`src/rtl/dmem_arbiter.sv`:
```
// Single-port data-memory arbiter: CPU load/store vs. VGA frame reads, with a
// starvation bound in RUN and VGA-only access after halt. Optional macro: ARB_STATS_EN.
module dmem_arbiter #(
    parameter int ADDR_W       = 16,
    parameter int DATA_W       = 32,
    parameter int STARVE_LIMIT = 8
) (
    input  logic              i_clk,
    input  logic              i_rst_n,
    input  logic              i_stop,
    input  logic              i_cpu_req,
    input  logic              i_cpu_we,
    input  logic [ADDR_W-1:0] i_cpu_addr,
    input  logic [DATA_W-1:0] i_cpu_wdata,
    output logic              o_cpu_stall,
    output logic              o_cpu_rvalid,
    output logic [DATA_W-1:0] o_cpu_rdata,
    input  logic              i_vga_req,
    input  logic [ADDR_W-1:0] i_vga_addr,
    output logic              o_vga_gnt,
    output logic              o_vga_rvalid,
    output logic [DATA_W-1:0] o_vga_rdata,
    output logic              o_mem_en,
    output logic              o_mem_we,
    output logic [ADDR_W-1:0] o_mem_addr,
    output logic [DATA_W-1:0] o_mem_wdata,
    input  logic [DATA_W-1:0] i_mem_rdata,
    output logic              o_halted
`ifdef ARB_STATS_EN
    ,
    output logic [15:0]       o_stat_cpu_gnt,
    output logic [15:0]       o_stat_vga_gnt,
    output logic [15:0]       o_stat_cpu_stall
`endif
);

    typedef enum logic {
        ST_RUN  = 1'b0,
        ST_HALT = 1'b1
    } state_t;

    localparam logic [7:0] LIMIT = 8'(STARVE_LIMIT);

    state_t            r_state;
    state_t            w_state_next;
    logic [7:0]        r_starve_cnt;
    logic [7:0]        w_starve_next;
    logic              w_cpu_grant;
    logic              w_vga_grant;
    logic              w_cpu_stall;
    logic              r_cpu_rd;
    logic              r_vga_rd;
    logic [DATA_W-1:0] r_cpu_rdata;
    logic [DATA_W-1:0] r_vga_rdata;

    always_ff @(posedge i_clk or negedge i_rst_n) begin
        if (!i_rst_n) begin
            r_state <= ST_RUN;
        end else begin
            r_state <= w_state_next;
        end
    end

    // The stop cycle itself is still arbitrated with RUN rules.
    always_comb begin
        w_state_next = r_state;
        w_cpu_grant  = 1'b0;
        w_vga_grant  = 1'b0;
        w_cpu_stall  = 1'b0;
        case (r_state)
            ST_RUN: begin
                if (i_stop) begin
                    w_state_next = ST_HALT;
                end
                if ((r_starve_cnt == LIMIT) && i_vga_req) begin
                    w_vga_grant = 1'b1;
                end else if (i_cpu_req) begin
                    w_cpu_grant = 1'b1;
                end else begin
                    w_vga_grant = i_vga_req;
                end
                w_cpu_stall = i_cpu_req & ~w_cpu_grant;
            end
            ST_HALT: begin
                w_vga_grant = i_vga_req;
            end
            default: begin
                w_state_next = ST_RUN;
            end
        endcase
    end

    always_comb begin
        w_starve_next = r_starve_cnt;
        if ((r_state == ST_HALT) || w_vga_grant || !i_vga_req) begin
            w_starve_next = 8'd0;
        end else if (w_cpu_grant && (r_starve_cnt != LIMIT)) begin
            w_starve_next = r_starve_cnt + 8'd1;
        end
    end

    always_ff @(posedge i_clk or negedge i_rst_n) begin
        if (!i_rst_n) begin
            r_starve_cnt <= 8'd0;
            r_cpu_rd     <= 1'b0;
            r_vga_rd     <= 1'b0;
            r_cpu_rdata  <= '0;
            r_vga_rdata  <= '0;
        end else begin
            r_starve_cnt <= w_starve_next;
            r_cpu_rd     <= w_cpu_grant & ~i_cpu_we;
            r_vga_rd     <= w_vga_grant;
            if (r_cpu_rd) begin
                r_cpu_rdata <= i_mem_rdata;
            end
            if (r_vga_rd) begin
                r_vga_rdata <= i_mem_rdata;
            end
        end
    end

    // Handshake outputs are forced low while reset is asserted.
    assign o_cpu_stall  = i_rst_n & w_cpu_stall;
    assign o_vga_gnt    = i_rst_n & w_vga_grant;
    assign o_mem_en     = i_rst_n & (w_cpu_grant | w_vga_grant);
    assign o_mem_we     = i_rst_n & w_cpu_grant & i_cpu_we;
    assign o_mem_addr   = w_cpu_grant ? i_cpu_addr  : (w_vga_grant ? i_vga_addr : '0);
    assign o_mem_wdata  = w_cpu_grant ? i_cpu_wdata : '0;

    // Read data passes through in its valid cycle and is held afterwards.
    assign o_cpu_rvalid = r_cpu_rd;
    assign o_vga_rvalid = r_vga_rd;
    assign o_cpu_rdata  = r_cpu_rd ? i_mem_rdata : r_cpu_rdata;
    assign o_vga_rdata  = r_vga_rd ? i_mem_rdata : r_vga_rdata;
    assign o_halted     = (r_state == ST_HALT);

`ifdef ARB_STATS_EN
    logic [15:0] r_stat_cpu_gnt;
    logic [15:0] r_stat_vga_gnt;
    logic [15:0] r_stat_cpu_stall;

    always_ff @(posedge i_clk or negedge i_rst_n) begin
        if (!i_rst_n) begin
            r_stat_cpu_gnt   <= 16'd0;
            r_stat_vga_gnt   <= 16'd0;
            r_stat_cpu_stall <= 16'd0;
        end else begin
            if (w_cpu_grant && (r_stat_cpu_gnt != 16'hFFFF)) begin
                r_stat_cpu_gnt <= r_stat_cpu_gnt + 16'd1;
            end
            if (w_vga_grant && (r_stat_vga_gnt != 16'hFFFF)) begin
                r_stat_vga_gnt <= r_stat_vga_gnt + 16'd1;
            end
            if (w_cpu_stall && (r_stat_cpu_stall != 16'hFFFF)) begin
                r_stat_cpu_stall <= r_stat_cpu_stall + 16'd1;
            end
        end
    end

    assign o_stat_cpu_gnt   = r_stat_cpu_gnt;
    assign o_stat_vga_gnt   = r_stat_vga_gnt;
    assign o_stat_cpu_stall = r_stat_cpu_stall;
`endif

endmodule

```
`config.mk`:
```
export PLATFORM = sky130hd
export DESIGN_NAME = dmem_arbiter
export DESIGN_NICKNAME = d
export VERILOG_FILES = /design/src/rtl/dmem_arbiter.sv
export SDC_FILE = /design/constraint.sdc
export NUM_CORES = 1
export LEC_CHECK = 0
export BUFFER_PORTS_ARGS = -buffer_cell sky130_fd_sc_hd__buf_2
export CORE_ASPECT_RATIO = 0.8
export CORE_MARGIN = 2
export CORE_UTILIZATION = 42
export DETAILED_ROUTE_END_ITERATION = 8
export HOLD_SLACK_MARGIN = 0.15
export PLACE_DENSITY = 0.8
export SYNTH_ARGS = -nofsm -noshare
export SYNTH_HDL_FRONTEND = slang
export SYNTH_SLANG_ARGS = --single-unit
```
`constraint.sdc`:
```
create_clock -name i_clk -period 2.1 [get_ports i_clk]
set_input_delay 0.21 -clock i_clk [delete_from_list [all_inputs] [get_ports i_clk]]
set_output_delay 0.21 -clock i_clk [all_outputs]
set_load 0.01 [all_outputs]
```
* After elaboration in Yosys (flattened, before gate mapping)
Index checks and enable logic that the tools add are counted.
** Word-level totals
- Bits of input ports :: 102
- Output and inout port bits :: 119
- Logic and storage cells :: 43
- Flip-flop bits (word level) :: 75
** Operators by class
- Multiplexer cells :: 17
- $add $sub $neg :: 1
- Reductions and logical operators :: 6
- Equal/unequal tests :: 2
- Bitwise operators :: 11
** Operators with widths (number)
- 32-bit two-way mux :: 3
- 16-bit two-way mux :: 2
- 8-bit two-way mux :: 2
- 1-bit two-way mux :: 9
- 8-bit by 1-bit adder with 8-bit output, second input constant :: 1
- 8-bit by 4-bit == test with 1-bit output, second input constant :: 1
- 8-bit by 4-bit != test with 1-bit output, second input constant :: 1
- 1-bit AND :: 7
- 1-bit inverter :: 3
- 1-bit logical AND :: 2
- 1-bit logical OR :: 2
- 1-bit one-hot mux with 2 select lines :: 1
- 2-bit nonzero test :: 1
- 1-bit zero test :: 1
- 1-bit OR :: 1

* Longest topological paths before layout
- Depth after elaboration :: 8
- Gate-level depth with buffers :: 7
- Depth with buffers taken out :: 5

* Least setup slack after synthesis
No wires, ideal clock.
- Path type :: register to output
- Start point :: register r_starve_cnt[0]
- End point :: output port o_mem_wdata[11]
- Arrival :: 1.752 ns
- Cell stages (with the launch flop) :: 8
- Buffers on the path :: 2
- Slack :: 0.138 ns
- Cell sequence :: dfrtp_1 > inv_1 > ha_1 > or4bb_1 > o21a_1 > buf_6 > buf_6 > and2_1
** On the way
- Cells in the longest elaborated chain, start to end :: 6
** RTL lines
- start, declared :: RTL line 46 : logic [7:0] r_starve_cnt;
- start signal, assigned :: RTL line 110 : r_starve_cnt <= w_starve_next;
- 8-bit by 4-bit == test with 1-bit output :: RTL line 75 : if ((r_starve_cnt == LIMIT) && i_vga_req) begin
- 1-bit logical AND :: RTL line 75
- 1-bit two-way mux :: RTL line 75
- 1-bit two-way mux (2 in a row) :: RTL line 70 : case (r_state)
- 32-bit two-way mux :: RTL line 128 : assign o_mem_wdata = w_cpu_grant ? i_cpu_wdata : '0;
- end, declared :: RTL line 26 : output logic [DATA_W-1:0] o_mem_wdata,
No other way between the ends. The select of a mux whose other input is x is not followed.

* Final worst setup path
- Start point :: register r_starve_cnt[1]
- End point :: output port o_mem_addr[6]
** On the way
- Cells in the longest elaborated chain, start to end :: 6
- Elaborated cells between the ends (all ways) :: 9
** RTL lines
- 8-bit by 4-bit == test with 1-bit output * :: RTL line 75
- 1-bit logical AND * :: RTL line 75
- 1-bit two-way mux :: RTL line 75
- 1-bit one-hot mux with 2 select lines / 1-bit two-way mux (equally long branches) :: RTL line 70
- 16-bit two-way mux / 1-bit two-way mux (equally long branches) :: RTL line 127, 70
- 16-bit two-way mux * :: RTL line 127 : assign o_mem_addr = w_cpu_grant ? i_cpu_addr : (w_vga_grant ? i_vga_addr : '0);
- end, declared :: RTL line 25 : output logic [ADDR_W-1:0] o_mem_addr,
Every way passes the cells marked *; elsewhere a longest branch is shown, timed or not. The select of a mux whose other input is x is not followed.

==> metrics.txt <==
proportion of layout cells with a drive suffix above 1 65.4%; share of the clock period used by the worst path after layout 114%; HPWL reported at the end of detailed placement 6730 um; PnR worst setup slack -0.288 ns; area used by multi-input combinational logic 1410 sq um; filler cell count in the final layout 580; Pwr per Cell Area 627 nW/um^2; placed instance area 4640 sq um; part of the power in registers 46.9%; Setup crit end kind output pin; class of the tightest hold or removal check in -> reg; Crit Path Category reg -> out; vias per std cell 4.76; Die W 104 um; final design instance area without fill 5420 sq um; combined global-route utilization of all metal layers 21.8%; Final Skew 0.00864 ns; TritonCTS Buffers 9; net count of the mapped netlist 350; number of placement rows 29; part of the power in the clock network 35.1%; vias in the first global route 3,048; endpoint of the most critical setup path o_mem_addr[6]; final number of hold-violating endpoints 0; Initial Util 42.7%; most common library cell in the layout ignoring fill and taps sky130_fd_sc_hd__buf_2; proportion of power drawn by combinational gates 18.0%; Post-layout nets 622; switching share of power 23.8%; latest clock arrival within the worst-skew pair 0.33 ns; slew at the pin closest to its max-slew limit 0.642 ns; reg-to-reg slack, setup 0.41 ns; MaxCap Viol Count 0; Psw 811 uW; # setup viols final 50; Port Buffers 220; total inserted antenna cells 0; global-route wire length before repair 15,000 um; H-tree depth reported by CTS 3; outcome finished, violations left; core box area 7840 sq um; Detailed Route Iter0 Violations 93; total DRC errors in the routed layout 0; violations in the final reports setup timing; final critical delay including setup and external delays 2.39 ns; TritonCTS clock tree done; Total Die Area 8690 sq um; global-route congestion overflow total 0; core utilization of the finished layout 69.2%; sum of met3 wire segment lengths after detailed routing 485 um; setup repair after global routing missed its margin true; most used cells in the layout excluding fill and tap cells sky130_fd_sc_hd__buf_2 (205), sky130_fd_sc_hd__dfrtp_1 (75), sky130_fd_sc_hd__mux2_2 (64); register cell area after layout 1880 sq um; vias post-DR 3,004; WP data required 1.89 ns; post-detailed-routing wire length 9710 um; highest attainable clock frequency 419 MHz; layout overhead on the synthesized area 62.2%; placer's final routability congestion estimate 0.794; Detail Route met2 WL 4910 um; worst reg2reg startpoint r_starve_cnt[2]; reg2reg end r_starve_cnt[2]; average wire per cell in the routed design 15.4 um; YS warnings 0; fin. max-slew vios 0; crit path from r_starve_cnt[1]; Crit path arrival time 2.18 ns; post-route antenna net violation count 0; Startpoint Class flop; Root Buffer Master sky130_fd_sc_hd__clkbuf_8; Worst Path Max Fanout 12; internal power 2.59 mW; number of I/O pins 221; relative slew slack 57.2%; initial antenna violation count 0; highest layer used for signal routing met4; maximum clock insertion buffer count 2; post-synthesis instance area 3340 sq um; First-pass DRT Iterations 4; clock slew at the register clock pins of the worst setup and hold paths 0.07 ns; register area share after synthesis 56.1%; maximum number of pins on one net before global-route repair 54; Netlist cell types 31; total power after layout 3.40 mW; number of cells on the worst reg-to-reg path 3; Synth Register Bits 75; post-synthesis area per instance 13.6 sq um; count of mapped cells out of synthesis 246; worst ir drop on vdd 0.413 mV; vertical extent of the die 83.8 um; aggregate negative setup slack -10.98 ns; Worst Hold Margin 0.172 ns; leakage 2.85 nW; Num Clock Sinks 75; total routed wire length on the met1 layer 4090 um
==> area by class of cell <==
cell class	count	area share, %
sequential	75	34.6
timing repair buffer	275	32.6
multi-input combinational	153	26.0
clock buffer	12	2.68
tap	108	2.49
clock inverter	4	1.36
inverter	4	0.277
==> registers in the layout, indices dropped and copies added, names as in the netlist <==
name	cells
r_starve_cnt	8
o_halted	1
r_vga_rdata	32
o_vga_rvalid	1
r_cpu_rdata	32
o_cpu_rvalid	1
==> metrics by stage <==
step           std cells  setup slack, ns
6_report             631           -0.288
5_1_grt              631           -0.378
4_1_cts              628           -0.286
3_5_place_dp         574           0.0222
3_3_place_gp         574           0.0724
2_1_floorplan        246            0.138
==> timing repair <==
action / CTS / global route
setup endpoints to repair: 51 / 51
pin swaps: 2 / 2
hold endpoints to repair: 140 / 0
cloned: 1 / 1
gates resized for setup: 7 / 22
hold buffers: 35 / 0
setup buffers: 2 / 2
==> cells in the mapped netlist <==
library cell / n / area share (%)
sky130_fd_sc_hd__buf_6: 4 / 1.3
sky130_fd_sc_hd__or3_1: 3 / 0.56
sky130_fd_sc_hd__nand3_1: 4 / 0.60
sky130_fd_sc_hd__a21boi_0: 1 / 0.22
sky130_fd_sc_hd__nand2b_1: 2 / 0.37
sky130_fd_sc_hd__o22ai_2: 1 / 0.37
sky130_fd_sc_hd__nand4_1: 1 / 0.19
sky130_fd_sc_hd__inv_1: 4 / 0.45
sky130_fd_sc_hd__a21oi_1: 3 / 0.45
sky130_fd_sc_hd__a22o_1: 16 / 4.2
sky130_fd_sc_hd__and2_1: 23 / 4.3
sky130_fd_sc_hd__o311ai_4: 1 / 0.79
sky130_fd_sc_hd__mux2_2: 64 / 22
sky130_fd_sc_hd__o21ai_0: 3 / 0.45
sky130_fd_sc_hd__nand2_1: 2 / 0.22
sky130_fd_sc_hd__buf_1: 6 / 0.67
sky130_fd_sc_hd__o21a_1: 1 / 0.22
sky130_fd_sc_hd__nor2_1: 7 / 0.79
sky130_fd_sc_hd__and2_4: 10 / 2.6
sky130_fd_sc_hd__buf_2: 1 / 0.15
sky130_fd_sc_hd__nor2b_1: 1 / 0.19
sky130_fd_sc_hd__nor3_1: 1 / 0.15
sky130_fd_sc_hd__xor2_1: 2 / 0.52
sky130_fd_sc_hd__or4bb_1: 1 / 0.34
sky130_fd_sc_hd__ha_1: 2 / 0.75
sky130_fd_sc_hd__or2_2: 1 / 0.19
sky130_fd_sc_hd__dfrtp_1: 75 / 56
sky130_fd_sc_hd__clkbuf_1: 3 / 0.34
sky130_fd_sc_hd__xnor2_1: 1 / 0.26
sky130_fd_sc_hd__and3_1: 1 / 0.19
sky130_fd_sc_hd__or4b_4: 1 / 0.41
==> critical path: stages (launching register included) <==
cell,delay (ns)
sky130_fd_sc_hd__dfrtp_1,0.39
sky130_fd_sc_hd__inv_1,0.07
sky130_fd_sc_hd__ha_2,0.17
sky130_fd_sc_hd__or4bb_1,0.43
sky130_fd_sc_hd__o21a_4,0.26
sky130_fd_sc_hd__clkbuf_16,0.18
sky130_fd_sc_hd__a22o_1,0.23
sky130_fd_sc_hd__buf_2,0.13
==> power by group through the flow <==
stage / combinational [mW] / clock (mW) / sequential, mW
2_1_floorplan: 0.258 / 0 / 1.61
3_3_place_gp: 0.537 / 0 / 1.61
3_5_place_dp: 0.553 / 0 / 1.62
4_1_cts: 0.608 / 1.23 / 1.59
5_1_grt: 0.658 / 1.29 / 1.60
6_report: 0.612 / 1.19 / 1.59
==> worst min-delay path by stage <==
stage                     cells past startpoint              end  startpoint
final                                         3     o_cpu_rvalid   i_cpu_req
after detailed placement                      2  r_starve_cnt[5]     i_rst_n
after global placement                        2  r_starve_cnt[4]     i_rst_n
after global routing                          3     o_cpu_rvalid   i_cpu_req
after floorplan                               0     o_cpu_rvalid     i_rst_n
after CTS                                     3     o_cpu_rvalid   i_cpu_req
==> per-layer routing <==
layer	GRT usage, %	up-vias
met5	0	-
met4	8.60	0
met3	5.31	20
met2	36.3	109
met1	27.6	1468
li1	-	1407
==> cell families (layout without fill, tap and decap cells) <==
group / Yosys count / count (layout) / synth area share (%)
flip-flops: 75 / 75 / 56.1
multiplexers: 64 / 64 / 21.6
AND/OR/NAND/NOR: 58 / 58 / 11.1
AO/OA/AOI/OAI: 26 / 26 / 6.70
buffers and inverters: 18 / 295 / 2.96
XOR/XNOR: 3 / 3 / 0.786
adder cells (fa/ha/maj): 2 / 2 / 0.748
Power figures use the tool's default switching activity.
